<file path="src/rtl/aes_pkg.sv">
// aes_pkg: shared AES constants used by the key-schedule blocks.
//   NB, NK : words per block / words per cipher key (AES-128)
//   SBOX   : forward S-box, indexed by input byte
//   RCON   : round constant top byte, indexed by round number (entry 0 and
//            entries past 10 are zero so any 4-bit index is safe)
package aes_pkg;
  localparam int NB = 4;
  localparam int NK = 4;

  localparam logic [7:0] SBOX [256] = '{
    8'h63, 8'h7c, 8'h77, 8'h7b, 8'hf2, 8'h6b, 8'h6f, 8'hc5, 8'h30, 8'h01, 8'h67, 8'h2b, 8'hfe, 8'hd7, 8'hab, 8'h76,
    8'hca, 8'h82, 8'hc9, 8'h7d, 8'hfa, 8'h59, 8'h47, 8'hf0, 8'had, 8'hd4, 8'ha2, 8'haf, 8'h9c, 8'ha4, 8'h72, 8'hc0,
    8'hb7, 8'hfd, 8'h93, 8'h26, 8'h36, 8'h3f, 8'hf7, 8'hcc, 8'h34, 8'ha5, 8'he5, 8'hf1, 8'h71, 8'hd8, 8'h31, 8'h15,
    8'h04, 8'hc7, 8'h23, 8'hc3, 8'h18, 8'h96, 8'h05, 8'h9a, 8'h07, 8'h12, 8'h80, 8'he2, 8'heb, 8'h27, 8'hb2, 8'h75,
    8'h09, 8'h83, 8'h2c, 8'h1a, 8'h1b, 8'h6e, 8'h5a, 8'ha0, 8'h52, 8'h3b, 8'hd6, 8'hb3, 8'h29, 8'he3, 8'h2f, 8'h84,
    8'h53, 8'hd1, 8'h00, 8'hed, 8'h20, 8'hfc, 8'hb1, 8'h5b, 8'h6a, 8'hcb, 8'hbe, 8'h39, 8'h4a, 8'h4c, 8'h58, 8'hcf,
    8'hd0, 8'hef, 8'haa, 8'hfb, 8'h43, 8'h4d, 8'h33, 8'h85, 8'h45, 8'hf9, 8'h02, 8'h7f, 8'h50, 8'h3c, 8'h9f, 8'ha8,
    8'h51, 8'ha3, 8'h40, 8'h8f, 8'h92, 8'h9d, 8'h38, 8'hf5, 8'hbc, 8'hb6, 8'hda, 8'h21, 8'h10, 8'hff, 8'hf3, 8'hd2,
    8'hcd, 8'h0c, 8'h13, 8'hec, 8'h5f, 8'h97, 8'h44, 8'h17, 8'hc4, 8'ha7, 8'h7e, 8'h3d, 8'h64, 8'h5d, 8'h19, 8'h73,
    8'h60, 8'h81, 8'h4f, 8'hdc, 8'h22, 8'h2a, 8'h90, 8'h88, 8'h46, 8'hee, 8'hb8, 8'h14, 8'hde, 8'h5e, 8'h0b, 8'hdb,
    8'he0, 8'h32, 8'h3a, 8'h0a, 8'h49, 8'h06, 8'h24, 8'h5c, 8'hc2, 8'hd3, 8'hac, 8'h62, 8'h91, 8'h95, 8'he4, 8'h79,
    8'he7, 8'hc8, 8'h37, 8'h6d, 8'h8d, 8'hd5, 8'h4e, 8'ha9, 8'h6c, 8'h56, 8'hf4, 8'hea, 8'h65, 8'h7a, 8'hae, 8'h08,
    8'hba, 8'h78, 8'h25, 8'h2e, 8'h1c, 8'ha6, 8'hb4, 8'hc6, 8'he8, 8'hdd, 8'h74, 8'h1f, 8'h4b, 8'hbd, 8'h8b, 8'h8a,
    8'h70, 8'h3e, 8'hb5, 8'h66, 8'h48, 8'h03, 8'hf6, 8'h0e, 8'h61, 8'h35, 8'h57, 8'hb9, 8'h86, 8'hc1, 8'h1d, 8'h9e,
    8'he1, 8'hf8, 8'h98, 8'h11, 8'h69, 8'hd9, 8'h8e, 8'h94, 8'h9b, 8'h1e, 8'h87, 8'he9, 8'hce, 8'h55, 8'h28, 8'hdf,
    8'h8c, 8'ha1, 8'h89, 8'h0d, 8'hbf, 8'he6, 8'h42, 8'h68, 8'h41, 8'h99, 8'h2d, 8'h0f, 8'hb0, 8'h54, 8'hbb, 8'h16
  };

  localparam logic [7:0] RCON [16] = '{
    8'h00, 8'h01, 8'h02, 8'h04, 8'h08, 8'h10, 8'h20, 8'h40,
    8'h80, 8'h1b, 8'h36, 8'h00, 8'h00, 8'h00, 8'h00, 8'h00
  };
endpackage

</file>
<file path="src/rtl/inv_key_sched_pkg.sv">
// inv_key_sched_pkg: FSM state encoding for the reverse key schedule.
package inv_key_sched_pkg;
  typedef enum logic [1:0] {
    IDLE = 2'd0,
    EMIT = 2'd1,
    STEP = 2'd2
  } state_t;
endpackage

</file>
<file path="src/rtl/aes_sbox.sv">
// aes_sbox: combinational forward AES S-box, one byte.
//   din  : input byte
//   dout : substituted byte
module aes_sbox
  import aes_pkg::*;
(
  input  logic [7:0] din,
  output logic [7:0] dout
);
  assign dout = SBOX[din];
endmodule

</file>
<file path="src/rtl/inv_key_sched.sv">
// inv_key_sched: walks the AES-128 key schedule backwards from the last
// round key, presenting one round key per beat (round NR down to 0) on a
// valid/ready stream.
//   clk, rst_n  : clock, async active-low reset
//   start       : begin a schedule (sampled only while idle)
//   key_in      : round-NR key, word 0 in bits 0..31
//   busy        : not idle
//   key_valid / key_ready : beat handshake
//   key_out, round_out, key_last : beat payload; key_last marks round 0
// Build option INV_KEY_SCHED_ROUND0_ONLY_EN: suppress beats NR..1, stepping
// back-to-back and presenting only the round-0 (cipher) key.
module inv_key_sched
  import aes_pkg::*;
  import inv_key_sched_pkg::*;
#(
  parameter int NR = 10
) (
  input  logic         clk,
  input  logic         rst_n,
  input  logic         start,
  input  logic [0:127] key_in,
  output logic         busy,
  output logic         key_valid,
  input  logic         key_ready,
  output logic [0:127] key_out,
  output logic [0:3]   round_out,
  output logic         key_last
);
  state_t            state;
  logic [0:127]      key_q;
  logic [3:0]        rnd_q;
  logic              vld_q;
  logic              last_q;

  // current round words, w[0] is the most significant word
  logic [0:NK-1][31:0] w;
  logic [31:0]         p0, p1, p2, p3, rot, sub;
  logic [0:127]        prev;

  assign w  = key_q;
  assign p3 = w[3] ^ w[2];
  assign p2 = w[2] ^ w[1];
  assign p1 = w[1] ^ w[0];
  assign rot = {p3[23:0], p3[31:24]};

  genvar i;
  for (i = 0; i < NB; i++) begin : g_sub
    aes_sbox u_sbox (.din(rot[8*i +: 8]), .dout(sub[8*i +: 8]));
  end

  // rcon of the round being undone (the one that produced key_q)
  assign p0   = w[0] ^ sub ^ {RCON[rnd_q], 24'h0};
  assign prev = {p0, p1, p2, p3};

  always_ff @(posedge clk or negedge rst_n) begin
    if (!rst_n) begin
      state  <= IDLE;
      key_q  <= '0;
      rnd_q  <= '0;
      vld_q  <= 1'b0;
      last_q <= 1'b0;
    end else begin
      case (state)
        IDLE: begin
          if (start) begin
            key_q <= key_in;
            rnd_q <= 4'(NR);
`ifdef INV_KEY_SCHED_ROUND0_ONLY_EN
            state <= STEP;
`else
            state <= EMIT;
            vld_q <= 1'b1;
`endif
          end
        end
        EMIT: begin
          if (key_ready) begin
            vld_q  <= 1'b0;
            last_q <= 1'b0;
            state  <= (rnd_q == 4'd0) ? IDLE : STEP;
          end
        end
        STEP: begin
          key_q <= prev;
          rnd_q <= rnd_q - 4'd1;
`ifdef INV_KEY_SCHED_ROUND0_ONLY_EN
          // keep stepping silently until round 0 is reached
          if (rnd_q == 4'd1) begin
            state  <= EMIT;
            vld_q  <= 1'b1;
            last_q <= 1'b1;
          end
`else
          state  <= EMIT;
          vld_q  <= 1'b1;
          last_q <= (rnd_q == 4'd1);
`endif
        end
        default: state <= IDLE;
      endcase
    end
  end

  assign busy      = (state != IDLE);
  assign key_valid = vld_q;
  assign key_out   = key_q;
  assign round_out = rnd_q;
  assign key_last  = last_q;
endmodule

</file>
<file path="config.mk">
export PLATFORM = sky130hd
export DESIGN_NAME = inv_key_sched
export DESIGN_NICKNAME = d
export VERILOG_FILES = /design/src/rtl/aes_pkg.sv /design/src/rtl/inv_key_sched_pkg.sv /design/src/rtl/aes_sbox.sv /design/src/rtl/inv_key_sched.sv
export SDC_FILE = /design/constraint.sdc
export NUM_CORES = 1
export LEC_CHECK = 0
export CAP_MARGIN = 5
export CELL_PAD_IN_SITES_DETAIL_PLACEMENT = 1
export CELL_PAD_IN_SITES_GLOBAL_PLACEMENT = 2
export CORE_MARGIN = 2
export CORE_UTILIZATION = 30
export CTS_CLUSTER_DIAMETER = 40
export DETAILED_ROUTE_END_ITERATION = 10
export GPL_TIMING_DRIVEN = 0
export PLACE_DENSITY_LB_ADDON = 0.1
export RECOVER_POWER = 25
export SETUP_SLACK_MARGIN = 0.02
export SYNTH_ARGS = -nofsm -noshare
export SYNTH_HDL_FRONTEND = slang
export SYNTH_SLANG_ARGS = --single-unit
</file>
<file path="constraint.sdc">
create_clock -name clk -period 3.4 [get_ports clk]
set_clock_uncertainty 0.1 [all_clocks]
set_input_delay 0.85 -clock clk [delete_from_list [all_inputs] [get_ports clk]]
set_output_delay 0.85 -clock clk [all_outputs]
set_load 0.02 [all_outputs]
</file>
==> flow_metrics.env <==
export IMPL_outcome="complete, but fails checks"
export IMPL_violations="capacitance limit, slew limit, setup timing"
export IMPL_nets=3720
export IMPL_area_growth_pct=41.14
export IMPL_dp_cells=4333
export IMPL_layout_setup_ws_ps=-147.7
export IMPL_grt_ovfl_total=0
export IMPL_yosys_top_cells_count="a21oi_1, nand2_1, o21ai_0, nor2_1, clkbuf_1"
export IMPL_cts_tree="done"
export IMPL_slew_viol_final=66
export IMPL_finalCriticalPeriod_ps=3548
export IMPL_cts_buffer_depth=2
export IMPL_tightestPinTransition_ps=2031
export IMPL_worst_setup_path_end_kind="register"
export IMPL_first_global_vias=32127
export IMPL_drt_total_wl_mm=170.9
export IMPL_io_buffers=266
export IMPL_h_tree_depth=4
export IMPL_drive_gt1_share_pct=23.55
export IMPL_rsz0062_at_grt="yes"
export IMPL_whs_ps=510.0
export IMPL_synth_area_top_cells="dfrtp_1, a21oi_1, o21ai_0"
export IMPL_yosysMostFrequentCell="a21oi_1"
export IMPL_via_per_inst=7.344
export IMPL_cp_slowest_cell="a21oi_1"
export IMPL_syn_area_um2=21600
export IMPL_io_pins=267
export IMPL_synthesis_nets=3305
export IMPL_vias=33042
export IMPL_fp_row_count=98
export IMPL_cp_data_required_time_ps=3680
export IMPL_grt_max_degree=72
export IMPL_drtIter0Drc=5532
export IMPL_cts_root_buf="clkbuf_16"
export IMPL_finish_utilization_pct=42.73
export IMPL_die_w_um=272.4
export IMPL_cts_hold_buf=0
export IMPL_globalplace_congestion=1.112
export IMPL_dp_hpwl_mm=122.0
export IMPL_syn_mean_instance_area_um2=6.937
export IMPL_setup_viol=11
export IMPL_ys_warn_count=0
export IMPL_synthArstFlopShare_pct=100.0
export IMPL_antenna_left=0
export IMPL_crit_arrival_ps=3830
export IMPL_cts_made_buffers=17
export IMPL_slowest_delay_ps=490
export IMPL_period_share_pct=104.3
export IMPL_dieArea_um2=74170
export IMPL_synth_edf_count=0
export IMPL_yosysUniqueCellTypes=82
export IMPL_core_um2=71360
export IMPL_fp_dieH_um=272.4
export IMPL_grtUsageTotal_pct=43.75
export IMPL_ys_seq_elements=136
export IMPL_hold_path_class="register to register"
export IMPL_synth_largest_area_cell="dfrtp_1"
export IMPL_crit_fanout=10
export IMPL_clkSinkCount=136
export IMPL_grt_antenna_before_repair=8
export IMPL_cp_common_cell="buf_4"
export IMPL_dr_pass1_iters=6
export IMPL_fin_cells=4499
export IMPL_synth_top_area_share_pct=15.75
export IMPL_hold_violations=0
export IMPL_critical_path_class="register to register"
export IMPL_synth_cells=3114
export IMPL_initial_core_util_pct=30.27
export IMPL_remaining_drc_errors=0
export IMPL_fmax_ghz=0.2819
export IMPL_drv_cap=1
export IMPL_wl_per_cell_um=37.98
export IMPL_grt_pass1_wl_mm=238.7
export IMPL_startpoint_type="register"
export IMPL_clk_latency_ps=480
export IMPL_path_cells="buf_4 -> xnor2_4 -> buf_12 -> buf_4 -> a21oi_1 -> a21boi_0 -> o21ai_1 -> a211oi_2 -> a22oi_2 -> xnor2_2 -> nor3_1 -> a311oi_1"
export IMPL_seq_area_frac_synth_pct=15.75
export IMPL_synth_main_ff_cell="dfrtp_1"
export IMPL_cts_clk_slew_worst_paths_ps=70
export IMPL_slew_headroom_pct=-35.39
[cells by family (layout without fill, tap and decap cells)]
logic type | Yosys count | count (layout) | synth area share (%)
xor gates and xnor gates | 81 | 81 | 3.765
AOI/OAI and AO/OA | 1377 | 1377 | 42.64
DFF | 136 | 136 | 15.75
buffers and inverters | 405 | 833 | 8.091
and+or+nand+nor | 950 | 950 | 19.74
other | 0 | 7 | 0
adders and majority gates | 59 | 59 | 3.417
muxes | 106 | 106 | 6.585
[placed cells by master, fill, tap and decap left out, types with 103 or more instances in the layout]
cell / instances
nand2_1: 268
clkdlybuf4s50_1: 264
o22ai_1: 138
buf_4: 167
o21ai_0: 242
a21oi_1: 295
o22a_1: 103
dfrtp_1: 109
nor2_1: 186
nand3_1: 174
[registers in the layout, indices dropped and copies added, names as in the netlist]
signal	count
key_out	128
round_out	4
state	2
key_last	1
key_valid	1
[final cells by class]
type	instances	area (µm²)
antenna	7	17.52
buffer	360	2561
clock buffer	20	446.7
clock inverter	12	140.1
fill	8702	40870
inverter	30	152.6
multi-input combinational	2573	18650
sequential	136	3437
tap	950	1189
timing repair buffer	411	3900
[timing repair]
| item | 4_1_cts | 5_1_grt |
|---|---|---|
| setup endpoints to repair | 34 | 33 |
| setup buffers | 71 | 67 |
| pin swaps | 81 | 93 |
| resized for setup | 581 | 329 |
| hold endpoints to repair | 0 | 0 |
| cloned | 1 | 2 |
[final timing paths]
path / from / slack [ps] / depth (start not counted) / to
hold reg to reg: key_valid / 510 / 1 / key_valid
hold / removal: key_valid / 510 / 1 / key_valid
max in group asynchronous: rst_n / 980 / 1 / key_out[122]
setup reg to reg: key_out[76] / -150 / 12 / key_out[0]
min in group asynchronous: rst_n / 820 / 1 / key_out[116]
setup / recovery: key_out[76] / -150 / 12 / key_out[0]
[worst max-delay path: cells and delay by family (launching register included)]
kind / cells / cell delay (ps)
AOI/OAI and AO/OA: 6 / 1880
and+or+nand+nor: 1 / 60
xor gates and xnor gates: 2 / 370
DFF: 1 / 450
buffers and inverters: 3 / 590
[routing by layer]
metal / part of all wire [%] / GRT usage, % / wire length [µm] / up-vias
met5: 0.016 / 0 / 28 / -
met3: 14 / 15.43 / 23290 / 990
met2: 41 / 65.45 / 70590 / 3106
li1: - / - / - / 12912
met1: 36 / 53.55 / 62130 / 16030
met4: 8.7 / 27.02 / 14810 / 4
[per-stage QoR]
stage	setup slack [ps]	TNS (ps)	instance area, µm²
6_report	-147.7	-423.0	30490
3_3_place_gp	-4765	-705440	25470
4_1_cts	-13.86	-13.86	28850
2_1_floorplan	-65.21	-65.21	21620
3_5_place_dp	-1862	-60360	25530
5_1_grt	-95.53	-641.3	30490
Power is left out: the tool's default activity adds up to more than one toggle a clock period on the data nets, which glitch-free logic cannot reach.
